## src/rtl/fifo_wr_arbiter_pkg.sv

```systemverilog
// Shared definitions for the FIFO write arbiter: parameter defaults, FSM
// encoding, counter width and the grant-index width helper.
package fifo_wr_arbiter_pkg;

  localparam int DEFAULT_DATA_WIDTH = 8;
  localparam int DEFAULT_NUM_REQ    = 4;
  localparam int PUSH_CNT_W         = 16;

  typedef enum logic {
    ST_IDLE = 1'b0,
    ST_PUSH = 1'b1
  } state_t;

  // Grant index width; a single-bit index is kept even for degenerate sizes.
  function automatic int grant_width(input int num_req);
    return (num_req > 1) ? $clog2(num_req) : 1;
  endfunction

endpackage : fifo_wr_arbiter_pkg

```

## src/rtl/fifo_wr_arbiter_rr_pick.sv

```systemverilog
// Combinational round-robin picker: first set bit of the eligible mask,
// searching upward from (last_grant + 1) mod NUM_REQ with wrap-around.
module fifo_wr_arbiter_rr_pick
  import fifo_wr_arbiter_pkg::*;
#(
  parameter int NUM_REQ = DEFAULT_NUM_REQ,
  parameter int GRANT_W = grant_width(NUM_REQ)
) (
  input  logic [NUM_REQ-1:0] eligible,
  input  logic [GRANT_W-1:0] last_grant,
  output logic               valid,
  output logic [GRANT_W-1:0] grant
);

  logic [GRANT_W-1:0] cand;

  // Walk the offsets from farthest to nearest so the nearest eligible
  // requester is the last one written and therefore wins.
  always_comb begin
    // NOTE: every output gets a default first, so no path can leave it
    // unassigned and infer a latch.
    valid = 1'b0;
    grant = '0;
    cand  = '0;
    for (int off = NUM_REQ; off >= 1; off--) begin
      cand = GRANT_W'((int'(last_grant) + off) % NUM_REQ);
      if (eligible[cand]) begin
        valid = 1'b1;
        grant = cand;
      end
    end
  end

endmodule : fifo_wr_arbiter_rr_pick

```

## src/rtl/fifo_wr_arbiter.sv

```systemverilog
// Round-robin arbiter funnelling NUM_REQ push requesters into one FIFO write
// port; one registered push per cycle, requester acked in the push cycle.
module fifo_wr_arbiter
  import fifo_wr_arbiter_pkg::*;
#(
  parameter  int DATA_WIDTH = DEFAULT_DATA_WIDTH,
  parameter  int NUM_REQ    = DEFAULT_NUM_REQ,
  localparam int GRANT_W    = grant_width(NUM_REQ)
) (
  input  logic                          clk,
  input  logic                          rst,
  input  logic [NUM_REQ-1:0]            req,
  input  logic [NUM_REQ*DATA_WIDTH-1:0] req_data,
  input  logic                          fifo_full,
  output logic [NUM_REQ-1:0]            ack,
  output logic                          fifo_push,
  output logic [DATA_WIDTH-1:0]         fifo_write_data,
  output logic [GRANT_W-1:0]            grant_id,
  output logic [PUSH_CNT_W-1:0]         push_count
);

  if (NUM_REQ < 2 || NUM_REQ > 8) begin : g_bad_num_req
    $error("fifo_wr_arbiter: NUM_REQ must be in 2..8");
  end

  state_t                 state;
  logic [GRANT_W-1:0]     last_grant;
  logic [NUM_REQ-1:0]     eligible;
  logic                   pick_valid;
  logic [GRANT_W-1:0]     pick_idx;
  logic                   grant_now;
  logic [DATA_WIDTH-1:0]  pick_data;
  logic [NUM_REQ-1:0]     pick_onehot;

  // A requester acked this cycle is still showing req (its handshake is
  // completing now), so it must sit out this edge.
  assign eligible  = req & ~ack;
  assign grant_now = pick_valid & ~fifo_full;

  fifo_wr_arbiter_rr_pick #(
    .NUM_REQ (NUM_REQ),
    .GRANT_W (GRANT_W)
  ) u_rr_pick (
    .eligible   (eligible),
    .last_grant (last_grant),
    .valid      (pick_valid),
    .grant      (pick_idx)
  );

  // Word mux and one-hot decode of the picked index.
  always_comb begin
    pick_data   = '0;
    pick_onehot = '0;
    for (int i = 0; i < NUM_REQ; i++) begin
      if (pick_idx == GRANT_W'(i)) begin
        pick_data      = req_data[i*DATA_WIDTH +: DATA_WIDTH];
        pick_onehot[i] = 1'b1;
      end
    end
  end

  assign fifo_push = (state == ST_PUSH);

  // NOTE: last_grant resets to NUM_REQ-1 rather than 0 so the first search
  // starts at requester 0; every other register clears to zero.
  always_ff @(posedge clk or negedge rst) begin
    if (!rst) begin
      state           <= ST_IDLE;
      ack             <= '0;
      fifo_write_data <= '0;
      grant_id        <= '0;
      push_count      <= '0;
      last_grant      <= GRANT_W'(NUM_REQ - 1);
    end else begin
      // NOTE: non-blocking assignments throughout, so every register here
      // samples the pre-edge values of its neighbours.
      ack <= grant_now ? pick_onehot : '0;

      case (state)
        ST_IDLE: state <= grant_now ? ST_PUSH : ST_IDLE;
        ST_PUSH: state <= grant_now ? ST_PUSH : ST_IDLE;
        default: state <= ST_IDLE;
      endcase

      if (grant_now) begin
        fifo_write_data <= pick_data;
        grant_id        <= pick_idx;
        last_grant      <= pick_idx;
        push_count      <= push_count + PUSH_CNT_W'(1);
      end
    end
  end

endmodule : fifo_wr_arbiter

```

## config.mk

```make
export PLATFORM = sky130hd
export DESIGN_NAME = fifo_wr_arbiter
export DESIGN_NICKNAME = d
export VERILOG_FILES = /design/src/rtl/fifo_wr_arbiter_pkg.sv /design/src/rtl/fifo_wr_arbiter_rr_pick.sv /design/src/rtl/fifo_wr_arbiter.sv
export SDC_FILE = /design/constraint.sdc
export NUM_CORES = 1
export LEC_CHECK = 0
export BUFFER_PORTS_ARGS = -buffer_cell sky130_fd_sc_hd__buf_4
export CAP_MARGIN = 15
export CORE_ASPECT_RATIO = 1.25
export CORE_MARGIN = 8
export CORE_UTILIZATION = 43
export CTS_CLUSTER_SIZE = 30
export DETAILED_ROUTE_END_ITERATION = 8
export PLACE_DENSITY = 0.84
export SLEW_MARGIN = 20
export SYNTH_ARGS = -nofsm -noshare
export SYNTH_HDL_FRONTEND = slang
export SYNTH_SLANG_ARGS = --single-unit
```

## constraint.sdc

```tcl
create_clock -name clk -period 1.96 [get_ports clk]
set_input_delay 0.392 -clock clk [delete_from_list [all_inputs] [get_ports clk]]
set_output_delay 0.392 -clock clk [all_outputs]
set_load 0.02 [all_outputs]
```

==> results of run 1 <==
==> critical path, stage by stage, from the launching register on <==
cell and delay [ns]:
dfrtp_2 0.41, buf_4 0.14, nand2b_4 0.14, buf_6 0.12, buf_4 0.13, maj3_2 0.31, a221o_1 0.30, o211ai_1 0.10
o21ai_1 0.10, o22a_1 0.17
==> kinds of logic after synthesis <==
logic type | count (synthesis) | share of synthesized area
flops | 33 | 0.467
simple gates | 66 | 0.207
mux | 8 | 0.0487
fa+ha+maj | 2 | 0.0127
compound gates | 40 | 0.157
buf+inv | 10 | 0.0338
xor+xnor | 15 | 0.0740
==> what timing repair did <==
action                                  4_1_cts  5_1_grt
buffers inserted                              6        7
gates resized for setup                       4       24
endpoints found under the setup margin        5       12
pin swaps                                     6       10
hold buffers                                  0        0
==> synth_stat cells, types with 2 or more instances <==
cell type and n:
a21o_1 2, a21oi_1 11, a221oi_1 2, a222oi_1 3, and2_1 2, and2b_1 3
and3_1 5, buf_2 3, buf_6 2, dfrtp_1 31, dfstp_2 2, inv_1 4
mux2_2 4, mux2i_1 3, nand2_1 13, nand2b_1 3, nand3_1 12, nand4_1 2
nor2_1 12, nor3_1 4, nor4_1 2, o21a_1 2, o21ai_0 8, o32a_1 2
xnor2_1 11, xor2_1 4
==> power breakdown <==
group,switching [mW],internal [mW]
Clock,0.249,0.246
Combinational,0.892,0.903
Sequential,0.205,0.892
Total,1.35,2.04
==> through the flow <==
step	worst slack (ns)	hold slack, ns	utilization
after CTS	-0.0819	0.0500	0.656
final	-0.0690	0.0395	0.690
after global placement	-0.0803	0.358	0.622
after detailed placement	-0.151	0.358	0.622
after floorplan	-0.0632	0.0964	-
after global routing	-0.176	0.0725	0.690
==> registers in the layout, summed over array words and instances (netlist names) <==
register / cells
grant_id: 2
last_grant: 2
fifo_push: 1
push_count: 16
ack: 4
fifo_write_data: 8
==> worst max path at each step <==
stage / from / endpoint / slack, ns / depth (start not counted)
after detailed placement: req[1] / fifo_write_data[3] / -0.15 / 7
final: ack[3] / fifo_write_data[5] / -0.07 / 9
after CTS: ack[0] / fifo_write_data[2] / -0.08 / 7
after global routing: ack[3] / fifo_write_data[2] / -0.18 / 7
after floorplan: ack[3] / fifo_write_data[4] / -0.06 / 7
after global placement: req[1] / fifo_write_data[2] / -0.08 / 8
==> cell usage in the layout (no fill, tap or decap), types with 3 or more instances in the layout <==
cell type,Yosys,final
buf_4,1,100
dfrtp_1,31,30
nand2_1,13,13
nor2_1,12,11
xnor2_1,11,11
nand3_1,12,11
a21oi_1,11,10
o21ai_0,8,5
and3_1,5,5
clkbuf_8,0,5
inv_1,4,4
xor2_1,4,4
nor3_1,4,3
a222oi_1,3,3
mux2_4,0,3
==> metal layers <==
layer | track usage | share of wire | vias to the layer above
li1 | - | - | 844
met1 | 0.172 | 0.36 | 872
met2 | 0.307 | 0.53 | 64
met3 | 0.0653 | 0.088 | 10
met4 | 0.0710 | 0.017 | 0
met5 | 0 | 0 | -
==> area by class of cell <==
| type | count | area (um^2) | share of cell area |
|---|---|---|---|
| Clock buffer | 6 | 72.6 | 0.0261 |
| Clock inverter | 2 | 10.0 | 0.00360 |
| Inverter | 4 | 15.0 | 0.00540 |
| Multi-Input combinational cell | 131 | 971 | 0.349 |
| Sequential cell | 33 | 830 | 0.298 |
| Tap cell | 56 | 70.1 | 0.0252 |
| Timing Repair Buffer | 104 | 813 | 0.292 |
==> summary.md, run 1 <==
The flow ran to the end, but the final reports show violations. The checks that failed: negative setup slack. The biggest area contributor in the post-synthesis netlist is dfrtp_1. The number of antenna diodes in the final layout is 0. The synthesized design contains 33 register bits. The violation count after the first detailed-routing iteration came out at 98. Proportion of layout cells with a drive suffix above 1: 0.500. Setup repair after global routing could not meet its margin everywhere. TritonCTS built the clock tree. Clock-pin slew was measured on the worst setup and hold paths at 0.07 ns. The static leakage is 1.36 nW, and the placed instance count is 315. The clock reaches the later pin of the worst-skew pair after 0.28 ns. Share of Yosys cell area claimed by the top area cell type: 0.437.

The minimum clock period is 2.03 ns, and the count of pins over their slew limit is 0. The net count of the finished layout is 319. Routability-driven placement finished with a final weighted congestion of 0.899. The logs give 0.467 for the sequential fraction of the synthesis area and 0.00885 ns for the post-route clock skew. The largest fanout on the critical path is 4.

The final-report hold violation count is 0, and the count of nets left with antenna violations after detail routing is 0. The run gives 26 as the standard-cell row count. The first global-routing pass estimated 8570 um of wire. The worst register-to-register path ends at fifo_write_data[5]. For this run, the leading register cell type out of synthesis is dfrtp_1.

Relative to the synthesized area, the layout overhead comes to 56.8%. The number of H-tree branching levels is 2, and the worst-case vdd ir drop is 0.873 mV. Pin placement for this block handled 70 I/O pins. The startpoint type of the worst setup path is a register. The design area is 0.00278 mm^2. The worst setup path category was reg -> reg.

The tools report the total routing resource utilization after global routing as 0.172. The die covers 0.00645 mm^2. Yosys mapped a number of flops with a built-in enable equal to 0. Clock tree synthesis selected as its root buffer the cell clkbuf_8. The post-detailed-route wirelength per cell came out at 16.9 um.

The final layout contains routed wiring with a total length of 5690 um. The post-route worst setup slack is -0.0690 ns. The number of nets handed over by synthesis was 214. The setup check on the worst reg-to-reg path leaves a slack of -0.07 ns.

The worst-margin pin slew is 0.419 ns. Summing every instance area after synthesis gives 0.00177 mm^2. The total of warnings raised by yosys was 0; the total power density per cell area was 1220 mW/mm^2.

After routing, the total negative slack on setup checks comes to -0.215 ns. Sorting the synthesized cells by area gives the leading types as dfrtp_1 (44%), xnor2_1 (5.4%), nand3_1 (3.4%). The worst hold-check path type is in -> async.

The run gives 0.440 as the starting utilization of the core area. The number of port buffers was 69; the total of fill cells in the finished design was 342. The logs give 1,790 for the routed via count and 0 for the initial antenna violation count.

The HPWL reported at the end of detailed placement came out at 4170 um. The synthesized instance count was 174; the achievable frequency was 0.493 GHz. The clock sink count is 33, and the number of cell instances on the worst register-to-register path is 9. The run gives 0.718 as the headroom to the max-slew limit. The count of cells in the finished layout, fillers not included, comes to 336. The number of search-and-repair iterations in the first detailed-routing pass is 4. The critical path capture point type is a register. The chip width was 73.5 um. The unique cell type count in the Yosys netlist is 48, and the via density per instance is 5.33. The number of global-route vias before repair was 1,895. The core region is 0.00403 mm^2. For the max-capacitance violation count, the log shows 0. The average footprint of a synthesized cell works out to 10.2 um^2. Post-route fraction of the period consumed by the critical path: 1.04. The run gives 2 as the maximum count of clock buffers along a single path.

The tools report the pin count of the biggest net entering global routing as 34. The vertical extent of the die is 87.8 um. The startpoint identified for the worst register-to-register timing path is ack[3]. The logs give 0 for the count of unresolved DRC violations after routing and 2.14 ns for the critical path data required time. The final number of setup-violating endpoints was 5. The total grt overflow is 0. Power comes to 3.39 mW.

In this run the cell area measured after placement is 0.00251 mm^2. The fraction of synthesis flops using an asynchronous set or reset pin was 1.00. Data on the critical path arrives at its endpoint at 2.21 ns. Clock tree synthesis inserted a total of 5 buffers.
(Power assumes the default switching activity.)
==> inputs of run 2 (changes only) <==
--- a/config.mk
+++ b/config.mk
@@ -9,10 +9,10 @@
 export CAP_MARGIN = 15
 export CORE_ASPECT_RATIO = 1.25
 export CORE_MARGIN = 8
-export CORE_UTILIZATION = 43
+export CORE_UTILIZATION = 27
 export CTS_CLUSTER_SIZE = 30
 export DETAILED_ROUTE_END_ITERATION = 8
-export PLACE_DENSITY = 0.84
+export PLACE_DENSITY = 0.6
 export SLEW_MARGIN = 20
 export SYNTH_ARGS = -nofsm -noshare
 export SYNTH_HDL_FRONTEND = slang
==> run 2 against run 1 <==
The run still ends with negative setup slack left. Critical endpoint is now fifo_write_data[0]. Largest power group unchanged. Sequential power barely moved. Non-clock buffer count fell by 4. Sequential cell count did not move.
==> summary.md, run 2 (same netlist as run 1, synthesis figures left out) <==
The total power density per cell area is 1210 mW/mm^2 (-0.80%). The design area is 0.00277 mm^2 (-0.54%). The tools report the final-report hold violation count as 0 (unchanged). The number of cell instances on the worst register-to-register path came out at 8 (-1). The count of nets after finishing was 315 (-1.3%). The number of CTS-inserted buffers was 5 (unchanged); the via density per instance was 4.74 (-11%). The standard-cell row count is 33 (+27%), and the total routing resource utilization after global routing is 0.126 (-0.0461). Setup repair after global routing could not meet its margin everywhere. The logs give 0 (unchanged) for the initial antenna violation count and 2.14 ns (about the same) for the critical path data required time.

The chip width was 88.5 um (+20%); the internal power was 2.00 mW (-1.9%). The tools report the startpoint type of the worst setup path as a register. The area inside the core boundary is 0.00648 mm^2 (+61%). push_count holds more flip-flops than any other register.

The growth of design area from synthesis to finish is 55.9%, and the clock share of power is 0.158 (+0.012). The flow ran to the end, but the final reports show violations. The run gives 5840 um (+2.6%) as the total routed wirelength.

For the maximum count of clock buffers along a single path, the log shows 2 (unchanged). The pin count of the biggest net entering global routing is 34 (unchanged), and the proportion of layout cells with a drive suffix above 1 is 0.486 (-0.0145). The number of H-tree branching levels is 2 (unchanged). The overall power of the completed layout was 3.34 mW (-1.3%); the sequential cell fraction of total power was 0.322 (-0.002).

The vertical extent of the die was 107 um (+21%). The post-detailed-route wirelength per cell works out to 16.1 um (-5.0%). The total grt overflow was 0 (unchanged); the die area was 0.00944 mm^2 (+46%). The logs give 4 (-1) for the final number of setup-violating endpoints and -0.05 ns (+0.02 ns) for the register-to-register setup slack. The flip-flop count of the largest register after layout was 16 (unchanged); the clock sink count was 33 (unchanged). The number of port buffers came out at 69 (unchanged). In the final layout, the registers with the most flip-flops are push_count: 16 flops, fifo_write_data: 8 flops, ack: 4 flops. The clock transition at the registers of the reported paths came out at 0.08 ns (about the same). The max-capacitance violation count was 0 (unchanged); the clock latency on the worst-skew pair was 0.29 ns (about the same).

TritonCTS built the clock tree. The violation count after the first detailed-routing iteration was 70 (-29%). The worst setup path category is reg -> reg. The clock tree root buffer cell was clkbuf_8. The weighted congestion at the end of routability-driven global placement was 0.883 (-1.8%); the fraction of power spent switching nets was 0.401 (+0.00336). The headroom to the max-slew limit is 0.707 (-0.0108). The number of top-level pins is 70 (unchanged), and the worst-margin pin slew is 0.439 ns (+0.0206 ns). The antenna diode count is 0 (unchanged), and the number of global-route vias before repair is 1,859 (-1.9%). The run gives 0.506 mV (-42%) as the worst-case vdd ir drop.

Leaving out fill and tap cells, the most frequent cell in the layout is buf_4. The wire length of the first global-routing pass is 9230 um (+7.7%), and the proportion of power drawn by combinational gates is 0.520 (-0.010). Count of nets left with antenna violations after detail routing: 0 (unchanged). The final reports fail on negative setup slack.

In the layout the commonest cells are buf_4 (96), dfrtp_1 (30), nand2_1 (13). The logs give 4 (unchanged) for the number of search-and-repair iterations in the first detailed-routing pass and 0 (unchanged) for the count of hold-fix buffers inserted at cts. The switching power total came out at 1.34 mW (-0.50%).

The routed via count was 1,719 (-4.0%); the count of unresolved DRC violations after routing was 0 (unchanged). The static leakage was 1.32 nW (-3.1%). The tools report the post-route worst setup slack as -0.0485 ns (+0.0206 ns). The minimum clock period was 2.01 ns (-0.0206 ns). Worst hold-check path type: in -> async. HPWL reported at the end of detailed placement: 4450 um (+6.7%). The achievable frequency was 0.498 GHz (+1.0%). For the arrival time of the worst setup path, the log shows 2.19 ns (-0.02 ns). The run gives 0.274 (-0.166) as the starting utilization of the core area.

The cell area reported after detailed placement was 0.00254 mm^2 (+1.3%). STA classifies the critical path endpoint as a register. The tools report the count of pins over their slew limit as 0 (unchanged). The largest fanout on the critical path was 5 (+1); the post-route clock skew was 0.00892 ns (+0.0000692 ns). The post-route fraction of the period consumed by the critical path works out to 1.02 (-0.0105).
run 2: cell type report:
type                            count  area [um^2]
Multi-Input combinational cell    131          947
Clock buffer                        5         68.8
Timing Repair Buffer              100          774
Clock inverter                      3         22.5
Inverter                            4         15.0
Fill cell                         656         3720
Tap cell                           87          109
Sequential cell                    33          830
run 2: worst paths after layout:
kind / startpoint / end
max in group asynchronous: rst / last_grant[1]
max: ack[3] / fifo_write_data[0]
max reg2reg: ack[3] / fifo_write_data[0]
min: rst / push_count[11]
min in group clk: fifo_full / ack[1]
min reg2reg: push_count[15] / push_count[15]
run 2: power by group through the flow:
stage	Clock, mW	Sequential (mW)	Combinational, mW
finish	0.528	1.08	1.74
global route	0.579	1.10	1.88
CTS	0.550	1.08	1.64
detailed placement	0	1.10	1.56
global placement	0	1.09	1.54
floorplan	0	1.27	0.680
run 2: critical path, stage by stage, from the launching register on:
cell and delay, ns:
dfrtp_2 0.41, and2b_4 0.28, nor2_4 0.04, nor4_4 0.31, buf_6 0.18, buf_6 0.10, mux2i_2 0.20, a221oi_1 0.10
mux2_2 0.27
run 2: timing repair:
action,in CTS,in global routing
pin swaps,4,9
gates resized for setup,6,20
buffers inserted,4,4
setup endpoints to repair,4,10
run 2: per-stage QoR:
step | TNS (ns) | setup slack, ns | util | instances | hold slack (ns)
after floorplan | -0.0632 | -0.0632 | - | 174 | 0.0964
after CTS | -0.146 | -0.0464 | 0.414 | 359 | 0.0414
after detailed placement | -0.402 | -0.0975 | 0.392 | 347 | 0.366
after global routing | -0.473 | -0.115 | 0.427 | 363 | 0.0692
after global placement | -0.209 | -0.0620 | 0.392 | 347 | 0.368
final | -0.106 | -0.0485 | 0.427 | 363 | 0.0379
run 2: per-layer routing:
| metal | share of wire | GRT usage |
|---|---|---|
| met4 | 0.020 | 0.0424 |
| met5 | 0 | 0 |
| met1 | 0.38 | 0.135 |
| met2 | 0.53 | 0.222 |
| met3 | 0.071 | 0.0421 |
